<file path="src/rtl/ex_alu_stage.sv">
// ex_alu_stage: registered 64-bit execute stage (AND/OR/ADD/SUB) with valid/ready
// handshake and a one-entry skid buffer so in_ready comes straight from a flop.
module or_unit (
    input  logic [63:0] a,
    input  logic [63:0] b,
    output logic [63:0] y
);
    assign y = a | b;
endmodule

module ex_alu_stage #(
    parameter int XLEN = 64,
    parameter int RD_W = 5
) (
    input  logic            clk,
    input  logic            rst_n,
    input  logic            flush,
    input  logic            in_valid,
    output logic            in_ready,
    input  logic [XLEN-1:0] in_a,
    input  logic [XLEN-1:0] in_b,
    input  logic [3:0]      in_alu_ctrl,
    input  logic [RD_W-1:0] in_rd,
    input  logic            in_reg_write,
    output logic            out_valid,
    input  logic            out_ready,
    output logic [XLEN-1:0] out_result,
    output logic            out_zero,
    output logic [RD_W-1:0] out_rd,
    output logic            out_reg_write,
    output logic            out_illegal
);
    // entry layout: {result, zero, rd, reg_write, illegal}
    localparam int W = XLEN + RD_W + 3;

    logic [W-1:0]    out_d, out_q, skid_d, skid_q, in_entry;
    logic            out_valid_d, out_valid_q, skid_valid_d, skid_valid_q;
    logic [XLEN-1:0] or_y, res;
    logic            ill, acc, xfer;

    or_unit u_or (.a(in_a), .b(in_b), .y(or_y));

    always_comb begin
        res = in_alu_ctrl == 4'b0000 ? in_a & in_b :
              in_alu_ctrl == 4'b0001 ? or_y :
              in_alu_ctrl == 4'b0010 ? in_a + in_b :
              in_alu_ctrl == 4'b0110 ? in_a + ~in_b + XLEN'(1) : '0;
        ill = !(in_alu_ctrl inside {4'b0000, 4'b0001, 4'b0010, 4'b0110});
        in_entry = {res, res == '0, in_rd, in_reg_write & ~ill, ill};
    end

    always_comb begin
        acc          = in_valid && !skid_valid_q && !flush;
        xfer         = out_valid_q && out_ready;
        out_d        = out_q;
        skid_d       = skid_q;
        out_valid_d  = out_valid_q;
        skid_valid_d = skid_valid_q;
        if (!out_valid_q || xfer) begin
            out_valid_d  = skid_valid_q || acc;
            out_d        = skid_valid_q ? skid_q : acc ? in_entry : out_q;
            skid_valid_d = 1'b0;
        end else if (acc) begin
            skid_valid_d = 1'b1;
            skid_d       = in_entry;
        end
        if (flush) begin
            out_valid_d  = 1'b0;
            skid_valid_d = 1'b0;
        end
    end

    always_ff @(posedge clk or negedge rst_n) begin
        if (!rst_n) begin
            out_q        <= '0;
            skid_q       <= '0;
            out_valid_q  <= 1'b0;
            skid_valid_q <= 1'b0;
        end else begin
            out_q        <= out_d;
            skid_q       <= skid_d;
            out_valid_q  <= out_valid_d;
            skid_valid_q <= skid_valid_d;
        end
    end

    assign in_ready      = !skid_valid_q;
    assign out_valid     = out_valid_q;
    assign out_result    = out_q[W-1 -: XLEN];
    assign out_zero      = out_q[RD_W+2];
    assign out_rd        = out_q[RD_W+1:2];
    assign out_reg_write = out_q[1];
    assign out_illegal   = out_q[0];
endmodule

</file>
<file path="config.mk">
export PLATFORM = sky130hd
export DESIGN_NAME = ex_alu_stage
export DESIGN_NICKNAME = d
export VERILOG_FILES = /design/src/rtl/ex_alu_stage.sv
export SDC_FILE = /design/constraint.sdc
export NUM_CORES = 1
export LEC_CHECK = 0
export BUFFER_PORTS_ARGS = -buffer_cell sky130_fd_sc_hd__buf_2
export CAP_MARGIN = 10
export CORE_UTILIZATION = 40
export DETAILED_ROUTE_END_ITERATION = 7
export PLACE_DENSITY = 0.57
export SLEW_MARGIN = 25
export SYNTH_ARGS = -nofsm -noshare
export SYNTH_HDL_FRONTEND = slang
export SYNTH_SLANG_ARGS = --single-unit
</file>
<file path="constraint.sdc">
create_clock -name clk -period 2.33 [get_ports clk]
set_clock_uncertainty 0.2 [all_clocks]
set_input_delay 0 -clock clk [delete_from_list [all_inputs] [get_ports clk]]
set_output_delay 0 -clock clk [all_outputs]
set_load 0.01 [all_outputs]
</file>
======== Yosys cells after proc, flatten, opt, wreduce, memory -nomap -nowiden ========
Index checks and enable logic that the tools add are counted.
word-level totals
  bits in registers ....................... 146
  memory bits (writable) .................. 0
  logic and storage cells ................. 43
  ROM bits ................................ 0
  memories ................................ 0
  output and inout port bits .............. 74
  bits in latches ......................... 0
cells by class
  reduce and logical (&&, ||, !) cells .... 17
  bitwise logic cells ..................... 5
  muxes and demuxes ....................... 11
  order comparisons ....................... 0
  add/sub/neg operators ................... 3
  multiply operators ...................... 0
  div/mod/pow operators ................... 0
  shift-type cells ........................ 0
  eq/ne operators ......................... 3
operators with widths
  operator                                                                count
  64-bit two-way mux                                                      4
  72-bit two-way mux                                                      2
  64-bit adder                                                            2
  64-bit by 1-bit adder with 64-bit output (second input constant)        1
  64-bit bitwise AND                                                      1
  64-bit logical NOT                                                      1
  64-bit NOT                                                              1
  64-bit bitwise OR                                                       1
  1-bit two-way mux                                                       5
  4-bit by 1-bit equality test with 1-bit output (second input constant)  1
  4-bit by 2-bit equality test with 1-bit output (second input constant)  1
  4-bit by 3-bit equality test with 1-bit output (second input constant)  1
  1-bit logical NOT                                                       4
  4-bit logical NOT                                                       1
  2-bit AND reduction                                                     2
  2-bit nonzero test                                                      2
  4-bit nonzero test                                                      1
  1-bit logical AND                                                       3
  3-bit nonzero test                                                      1
  1-bit logical OR                                                        2
  1-bit bitwise AND                                                       1
  1-bit NOT                                                               1

======== Logic depth before layout (Yosys ltp) ========
Gate-level depths: netlist of the first run.
  depth in word-level cells ............... 10
  depth in mapped cells ................... 17

======== By module ========
From an unflattened synthesis of the first run, not the netlist that was laid out.
second synthesis, totals
  cells, all modules ...................... 2535
  area total of the unflattened synthesis .. 17903.4 um^2
modules (own cells, without submodules)
  module        times used  cells an instance  area an instance (um^2)  sequential area each (um^2)
  ex_alu_stage  1           2471               17503.0                  3653.5
  or_unit       1           64                 400.4                    0.0

======== Worst setup path before layout of the first run ========
OpenSTA, ideal clock, no wires.
  path kind ............................... input -> register
  start ................................... in in_a[0]
  end ..................................... reg skid_q[7]
  stages on the path ...................... 16
  path slack .............................. -1810 ps
  data arrival time ....................... 3848 ps
  path through ............................ inv_1 ha_1 inv_1 fa_1 nor2b_1 o311ai_4 a31oi_1 o311ai_2 a31oi_1 a311o_1 a21o_1 or4b_1 nor4b_2 nand4_1 or4b_1 o31ai_2
on the way
  longest elaborated chain between the ends .. 7
  elaborated cells between the ends (all ways) .. 10
  those cells by class .................... 3 x add/sub; 4 x mux; 2 x bitwise; 1 x reduce/logical
ends and longest elaborated chain
  what                                      RTL line  source
  start: declaration                        20        input logic [XLEN-1:0] in_a,
  64-bit adder                              47        in_alu_ctrl == 4'b0110 ? in_a + ~in_b + XLEN'(1) : '0;
  64-bit by 1-bit adder with 64-bit output  47
  64-bit two-way mux                        47
  64-bit two-way mux                        46        in_alu_ctrl == 4'b0010 ? in_a + in_b :
  64-bit two-way mux                        45        in_alu_ctrl == 4'b0001 ? or_y :
  64-bit two-way mux *                      44        res = in_alu_ctrl == 4'b0000 ? in_a & in_b :
  64-bit logical NOT *                      49        in_entry = {res, res == '0, in_rd, in_reg_write & ~ill, ill};
  end signal: assignment                    81        skid_q <= skid_d;
  end: declaration                          36        logic [W-1:0] out_d, out_q, skid_d, skid_q, in_entry;
Every way passes the cells marked *; elsewhere a longest branch is shown, timed or not.
A chain may end at the register's enable or synchronous reset.

======== Worst setup path in the final report of the first run ========
Ends and elaborated chain as after synthesis.

==> run summary, run 1 <==
For this configuration, the core starts out at a cell density of 40.54%. For this block, the initial DRC count from the detailed router was 2532. The clock net sink count came out at 146. The longest clock path from root to sink contains 3 buffers.

TritonCTS built the clock tree. The critical path goes through buf_12, buf_6, ha_4, fa_2, a211oi_4, buf_6, nor4_4, a211oi_2, buf_4, buf_6, nor4_4, o31ai_4, a22oi_2, and4_4, a211o_1, or4b_4, nor4b_4, nand4_1, or4b_4, o31ai_4. Relative to the synthesized area, the layout overhead comes to 82.44%. The number of warnings printed during yosys synthesis came out at 0.

Entering global routing, the biggest net connects 99 pins. In this run the core area contains 78 standard-cell rows. The detailed-route wire length came out at 102100 um.

Summing over every cut layer, the via total after detailed routing is 25.98k. The most critical setup path has its startpoint at in_a[0]. The critical path in this run is classified as in -> reg. The delay contributed by the slowest stage of the critical path came out at 0.59 ns.

At the later pin of the worst-skew pair, clock insertion delay measures 0.48 ns. The data required time of the worst path is around 2.5 ns. The relative slew slack is 40.39%.

Setup repair after global routing could not meet its margin everywhere. For this design the ratio of total power to cell area is approximately 440 mW/mm2. The worst setup path is launched from an input port. The largest delay contributor family on the critical path is simple AND/OR/NAND/NOR gates. The number of CTS-inserted buffers came out at 25. The initial antenna violation count came out at 0.

The post-synthesis average cell area is 7.099 um2. The aggregate negative setup slack is -58.92 ns. In this run the clock root is driven by a sky130_fd_sc_hd__clkbuf_16.

The finished layout holds about 4.5k standard cells, fillers aside. The first global-routing pass estimated 150800 um of wire. The number of H-tree levels is 4. In the synthesized netlist the dominant register cell turns out to be sky130_fd_sc_hd__dfrtp_1. The number of I/O pins came out at 217. Synthesis handed over a netlist of between 2k and 3k instances. Overall power consumption after layout is estimated at 14.86 mW. The region available for standard cell placement spans 0.04528 mm2. The net count reported at finish is 4196.

The max-slew violation count came to 0. The number of enable-type register cells in the synthesized netlist is 0. The proportion of layout cells with a drive suffix above 1 came out at 50.61%. The path type of the worst min-delay path is in -> reg. Buffers placed on the I/O ports in this run total between 200 and 250.

The most numerous cell type found on the critical path is sky130_fd_sc_hd__buf_6. The post-route antenna net violation count came out at 0. The maximum ir drop on the vdd rail came out at between 0.0006 and 0.0007 V. The critical path contains buffers and inverters numbering 5 combined. The flow ran to the end, but the final reports show violations. The end point of the most critical hold path is skid_q[8]. The synthesized net count came out at 2922. The global placer's final weighted congestion is 1.083.

The average wire length per cell after detail routing is 22.88 um. Ranked by total cell area, the synthesized netlist is headed by sky130_fd_sc_hd__dfrtp_1, sky130_fd_sc_hd__ha_1, sky130_fd_sc_hd__nand2_1. The timing-limited maximum frequency came out at 234.7 MHz.

The CTS clock-pin slew for the worst setup and hold paths came out at roughly 0.06 ns. The number of distinct library cell variants in the gate-level netlist after synthesis is between 100 and 150. The setup slack on the worst flop-to-flop path came out at roughly 0.12 ns. The final hold violation count is 0.

The post-detailed-route via-to-cell ratio came out at slightly below 6. The fraction of post-synthesis cell area in the top cell type by area came out at 19.90%. Once placement completed, the tool counted placed cells totaling 4271. The number of antenna cells inserted came out at 0. Setup violations remaining at the end of the flow were counted as 106.

The die footprint came out at roughly 0.047 mm2. In this run the critical register-to-register path is captured at out_q[6]. In the routed design, unresolved DRC markers number 0.

The cell type with the highest aggregate area in the netlist is sky130_fd_sc_hd__dfrtp_1. The post-route fraction of the period consumed by the critical path is 182.9%. Summed over all cells, the static leakage comes to roughly 16 nW.

The synthesized netlist occupies a cell area of 0.01836 mm2. The overall overflow remaining after global route came out at 0. The startpoint identified for the worst hold timing path is in_b[0]. At the end of the flow the core is filled with cells to 73.97%. The startpoint of the lowest-slack register-to-register path is skid_valid_q.

The endpoint type of the worst setup path is a flop. The number of global-route vias before repair is 25.51k. For this design, the slowest cell found on the critical path is sky130_fd_sc_hd__or4b_4. The worst hold path stage count came out at 6. The die boundary width is 216.2 um. The part of the Yosys area used for sequential elements came out at about a fifth. The tool flagged a number of max-cap violations equal to 0. The slew at the pin closest to its max-slew limit came out at approximately 0.89 ns.

The number of synthesized register bits came out at approximately 150. The overall die height came out at roughly 220 um. The worst endpoint data arrival time came out at 4.44 ns. The overall global routing resource usage is 41.93%. The time the final worst path needs with I/O delays and setup is 4.261 ns.

The iteration count of the initial detailed-routing pass came out at 6. Once routing completed, OpenROAD measured the worst setup slack at -1.931 ns. The final reports fail on negative setup slack. Measured in cells, the most critical reg-to-reg path has a length of 6. Summed over all nets, the half-perimeter wirelength after detailed placement is just under 80000 um.

The share of async-settable or async-resettable flops after synthesis came out at 100.0%. The maximum fanout encountered on the critical timing path came out at 2.
per-stage QoR:
step	instance area, um2	setup slack, ns	hold WS [ns]
finish	33490	-1.931	0.05522
global route	33490	-2.000	0.06606
detailed placement	28390	-2.788	-0.2922
CTS	32250	-1.885	0.02447
floorplan	19780	-1.515	-0.4956
global placement	28390	-2.678	-0.2982
synth_stat cells (10+ instances only):
library cell,number
sky130_fd_sc_hd__o21a_1,15
sky130_fd_sc_hd__o211ai_1,44
sky130_fd_sc_hd__inv_1,190
sky130_fd_sc_hd__mux2i_1,55
sky130_fd_sc_hd__nor4_1,46
sky130_fd_sc_hd__a21oi_1,261
sky130_fd_sc_hd__nor2b_1,25
sky130_fd_sc_hd__o21ai_0,233
sky130_fd_sc_hd__nand2b_1,15
sky130_fd_sc_hd__a21boi_0,15
sky130_fd_sc_hd__a31oi_1,19
sky130_fd_sc_hd__buf_2,22
sky130_fd_sc_hd__a21o_1,18
sky130_fd_sc_hd__nor2_1,211
sky130_fd_sc_hd__o22ai_1,17
sky130_fd_sc_hd__and2_1,12
sky130_fd_sc_hd__ha_1,191
sky130_fd_sc_hd__a211oi_1,36
sky130_fd_sc_hd__and3_1,13
sky130_fd_sc_hd__nor3_1,41
sky130_fd_sc_hd__nand2_1,410
sky130_fd_sc_hd__buf_1,13
sky130_fd_sc_hd__buf_6,12
sky130_fd_sc_hd__xnor2_1,46
sky130_fd_sc_hd__dfrtp_1,146
sky130_fd_sc_hd__a22oi_1,10
sky130_fd_sc_hd__clkbuf_1,96
sky130_fd_sc_hd__nand3_1,42
sky130_fd_sc_hd__o21bai_1,27
sky130_fd_sc_hd__o31ai_1,43
sky130_fd_sc_hd__nand4_1,48
placed cells by master, fill, tap and decap left out, types with 69 or more instances in the layout:
cell	count
sky130_fd_sc_hd__a21oi_1	191
sky130_fd_sc_hd__o21ai_1	69
sky130_fd_sc_hd__buf_4	1012
sky130_fd_sc_hd__buf_2	183
sky130_fd_sc_hd__ha_1	140
sky130_fd_sc_hd__nand2_1	373
sky130_fd_sc_hd__nor2_1	177
sky130_fd_sc_hd__dfrtp_1	145
sky130_fd_sc_hd__buf_6	152
sky130_fd_sc_hd__inv_1	127
sky130_fd_sc_hd__o21ai_0	145
layer usage:
metal	track usage (%)	vias to the layer above	wire [um]
met2	69.50	1340	46650
met3	5.291	373	7536
met1	53.18	12467	41080
li1	-	11795	-
met4	21.74	0	6870
met5	0	-	0
kinds of logic (layout without fill, tap and decap cells):
logic type | after synthesis | in the layout | share of synthesized area, %
flops | 146 | 146 | 19.90
fa+ha+maj | 193 | 193 | 13.24
xor+xnor | 47 | 47 | 2.242
simple gates | 928 | 928 | 23.65
compound gates | 868 | 868 | 29.84
buf+inv | 347 | 1626 | 8.015
mux | 57 | 57 | 3.121
layout make-up:
cell class,instances,area [um2]
Clock buffer,31,688.2
Clock inverter,1,30.03
Fill cell,3385,11790
Inverter,197,910.9
Multi-Input combinational cell,2093,16470
Sequential cell,146,3655
Tap cell,600,750.7
Timing Repair Buffer,1397,10990
worst max path at each step:
stage,slack (ns),endpoint,cells after the start
final,-1.93,skid_q[7],20
after global routing,-2.00,skid_q[7],20
after CTS,-1.88,skid_q[7],19
after detailed placement,-2.79,skid_q[7],19
after global placement,-2.68,skid_q[7],19
after floorplan,-1.52,skid_q[7],15
timing repair:
item                                   CTS  global route
buffers inserted                       121            66
setup endpoints to repair              111           111
resized for setup                      510           230
endpoints found under the hold margin  161             0
pin swaps                              153           156
hold buffers                            14             0
flip-flops by register name, indices dropped and copies added (netlist names):
| register | flops |
|---|---|
| out_valid | 1 |
| out_q | 72 |
| skid_q | 72 |
| skid_valid_q | 1 |
worst min-delay path: stages:
cell	delay, ns
sky130_fd_sc_hd__buf_6	0.11
sky130_fd_sc_hd__inv_1	0.05
sky130_fd_sc_hd__ha_1	0.12
sky130_fd_sc_hd__a21oi_1	0.12
sky130_fd_sc_hd__buf_4	0.15
sky130_fd_sc_hd__o21ai_0	0.15
where the power goes:
part           total (mW)  switching (mW)  internal (mW)
registers            3.19           0.262           2.93
clock network        3.26            1.12           2.14
logic                8.40            4.43           3.97
total                14.9            5.81           9.05
(Power assumes the default switching activity.)
==> run 2, diff against run 1 <==
- SETUP_SLACK_MARGIN: default -> 0.4
==> run 2 against run 1 <==
Against the previous run:
- largest cell class unchanged
- sequential cell count unchanged
- sequential power about the same
- global-route usage decreased by 1.2 points
- cell count decreased by 0.40%
- the flow still finishes with violations (negative setup slack)
- via count increased by 0.11%
- sequential share of layout area about the same
- critical path depth decreased by 3
- maximum frequency decreased by 0.20%
- worst setup slack got worse by 0.0087 ns
- die area unchanged
- largest power group unchanged
- first-iteration DRC count increased by 4.5%
- critical path type unchanged
==> run summary, run 2 (same netlist as run 1, synthesis figures left out) <==
The final reports fail on negative setup slack. STA puts the critical path data arrival time at 4.40 ns. In this run, the number of DRC markers left after iteration 0 of detailed routing was 2645. The critical path goes through buf_12, ha_4, fa_2, a211oi_4, buf_6, nor4_4, a211oi_2, nor4_4, o31ai_2, a22oi_2, and4_4, a211o_1, or4b_4, nor4b_4, nand4_1, or4b_4, o31ai_4. The clock insertion delay at the later pin of the skew report came out at 0.43 ns. After the last flow step, the layout net total stands at 4168. The max capacitance violation total is 0. The cell with the largest stage delay on the worst path is sky130_fd_sc_hd__or4b_4.

The site row count came out at 78. The first-pass GRT wire length came out at 146200 um. The CTS clock-pin slew for the worst setup and hold paths came out at 0.06 ns. The delay contributed by the slowest stage of the critical path came out at 0.58 ns. Setup repair after global routing could not meet its margin everywhere.

STA classifies the critical path endpoint as a flop. The effective utilization at floorplan is 40.54%. The wire-length estimate of the detail-placed layout is 79460 um. The number of clock buffers added by TritonCTS is 17.

The overall die height came out at about 220 um. The largest delay contributor family on the critical path is simple AND/OR/NAND/NOR gates. The detail route stage leaves a number of antenna-violating nets equal to 0. In this run the power spent charging and discharging nets is between 5 and 6 mW. In the final routed layout, each cell accounts on average for 22.61 um. After detailed routing, the number of remaining DRC violations is 0.

The maximum fanout encountered on the critical timing path came out at 2. The number of I/O pins is 217. Across all setup checks in the final design, the least slack found is -1.940 ns.

The total power is 14.32 mW. The total number of vias came out at 26.00k. For this block, the routed nets add up to between 100000 and 150000 um of wire. The critical path in this run is classified as in -> reg.

The clock net sink count is 146. The layout has 3453 filler cells. The startpoint type of the worst setup path is an input port. The max-slew violation count is 0.

The die covers 0.04676 mm2. After detailed routing, the number of vias per cell comes to approximately 5.8. The relative contribution of combinational cells to total power came out at about three fifths. The final hold violation count came out at 0. The timing-limited maximum frequency came out at 234.2 MHz. The number of H-tree levels came out at 4. The reported leakage power came out at 15.79 nW. The internal power of the cells totals approximately 8.5 mW. The pin count of the biggest net entering global routing came out at 99.

The number of setup violations in the final report came out at about 110. The switching fraction of total power came out at 40.41%. The total buffers and inverters traversed by the critical path came out at 2. At the worst endpoint, the required time is 2.46 ns. In the layout the commonest cells are sky130_fd_sc_hd__buf_4, sky130_fd_sc_hd__nand2_1, sky130_fd_sc_hd__a21oi_1, sky130_fd_sc_hd__buf_2, sky130_fd_sc_hd__nor2_1. The area of the core is between 0.04 and 0.05 mm2. The path class of the tightest hold or removal check is in -> reg. The floorplan step set the die width to 216.2 um. The initial antenna violation count came out at 3.

The post-route fraction of the period consumed by the critical path came out at 183.2%. The slew at the pin closest to its max-slew limit is 0.8274 ns. The iteration count of the initial detailed-routing pass came out at 6. The run finished, with violations left. The number of I/O port buffers is 216.

The share of total power dissipated in sequential elements is 22.2%. The number of global-route vias before repair is 25.19k. The tree is rooted in a sky130_fd_sc_hd__clkbuf_16. The power per cell area is 427.5 mW/mm2. The relative slew slack is between 40% and 50%. The deepest clock path buffer count came out at 2. The part of the power in the clock network came out at a little under a fifth. Before CTS, the worst setup slack after placement is -2.606 ns. The largest registers in the layout are out_q x72, skid_q x72. The time the final worst path needs with I/O delays and setup is 4.270 ns.

In the final layout, the share of cells above drive strength 1 is 50.78%. Across the VDD grid, the largest voltage drop is 0.0007924 V. The library cell used most frequently in the layout, excluding fill and tap cells, is sky130_fd_sc_hd__buf_4.

The overall global routing resource usage came out at 40.72%. The overall overflow remaining after global route came out at 0. The end-of-flow core utilization came out at about three quarters. Relative to the synthesized area, the layout overhead comes to 82.49%. The TritonCTS clock tree is done. The global placer's final weighted congestion is 1.095.
[run 2: changes by cell type in the layout (fill, tap and decap cells not counted), sizes merged]
cell         delta
clkinvlp        +1
clkbuf          -8
diode           +3
clkinv          +1
buf            -21
bufinv          +1
dlygate4sd3     -1
inv             +6
[run 2: repair_timing]
item,in CTS,in global routing
hold endpoints to repair,160,0
pin swaps,130,155
endpoints found under the setup margin,119,127
hold buffers,12,0
buffers inserted,75,68
gates resized for setup,418,353
[run 2: layout make-up]
cell class	count	area [um2]	share of cell area [%]
Clock buffer	21	460.4	1.374
Multi-Input combinational cell	2093	16760	50.01
Sequential cell	146	3655	10.91
Antenna cell	3	7.507	0.02241
Clock inverter	10	123.9	0.3697
Tap cell	600	750.7	2.241
Inverter	197	884.6	2.640
Timing Repair Buffer	1377	10870	32.43
[run 2: metrics by stage]
stage / cell area (um2) / hold WS [ns] / std cells / TNS, ns
after floorplan: 19810 / -0.4956 / 2586 / -19.33
after global placement: 28370 / -0.1448 / 4258 / -123.82
after detailed placement: 28370 / -0.1442 / 4258 / -126.55
after CTS: 31450 / 0.01270 / 4376 / -50.46
after global routing: 33500 / 0.09377 / 4446 / -70.55
final: 33500 / 0.05092 / 4447 / -64.56
[run 2: per-layer routing]
| metal | wire length, um | part of all wire (%) | track usage (%) |
|---|---|---|---|
| met1 | 40690 | 40 | 51.70 |
| met2 | 46130 | 46 | 67.06 |
| met3 | 7266 | 7.2 | 4.982 |
| met4 | 6471 | 6.4 | 22.28 |
| met5 | 0 | 0 | 0 |
[run 2: worst paths after layout]
check	start	endpoint	slack, ns	depth (start not counted)
min reg2reg	skid_q[14]	skid_q[14]	0.28	2
max in group asynchronous	rst_n	skid_q[38]	0.75	4
min	in_alu_ctrl[3]	skid_q[9]	0.05	6
max reg2reg	out_valid	skid_q[58]	0.36	5
min in group asynchronous	rst_n	skid_q[6]	0.48	3
max	in_a[0]	skid_q[7]	-1.94	17
[run 2: power groups by stage]
| stage | logic, mW | registers [mW] | clock network (mW) |
|---|---|---|---|
| 5_1_grt | 8.87 | 3.22 | 2.82 |
| 2_1_floorplan | 3.16 | 3.23 | 0 |
| 3_5_place_dp | 6.75 | 3.19 | 0 |
| 3_3_place_gp | 6.65 | 3.17 | 0 |
| 6_report | 8.43 | 3.18 | 2.71 |
| 4_1_cts | 7.52 | 3.16 | 2.72 |
[run 2: worst reg2reg max path: cells and delay by family (launching register included)]
family                 cells  cell delay, ns
AO/OA/AOI/OAI              1            0.12
buffers and inverters      1            0.24
flip-flops                 1            0.34
AND/OR/NAND/NOR            3            0.92
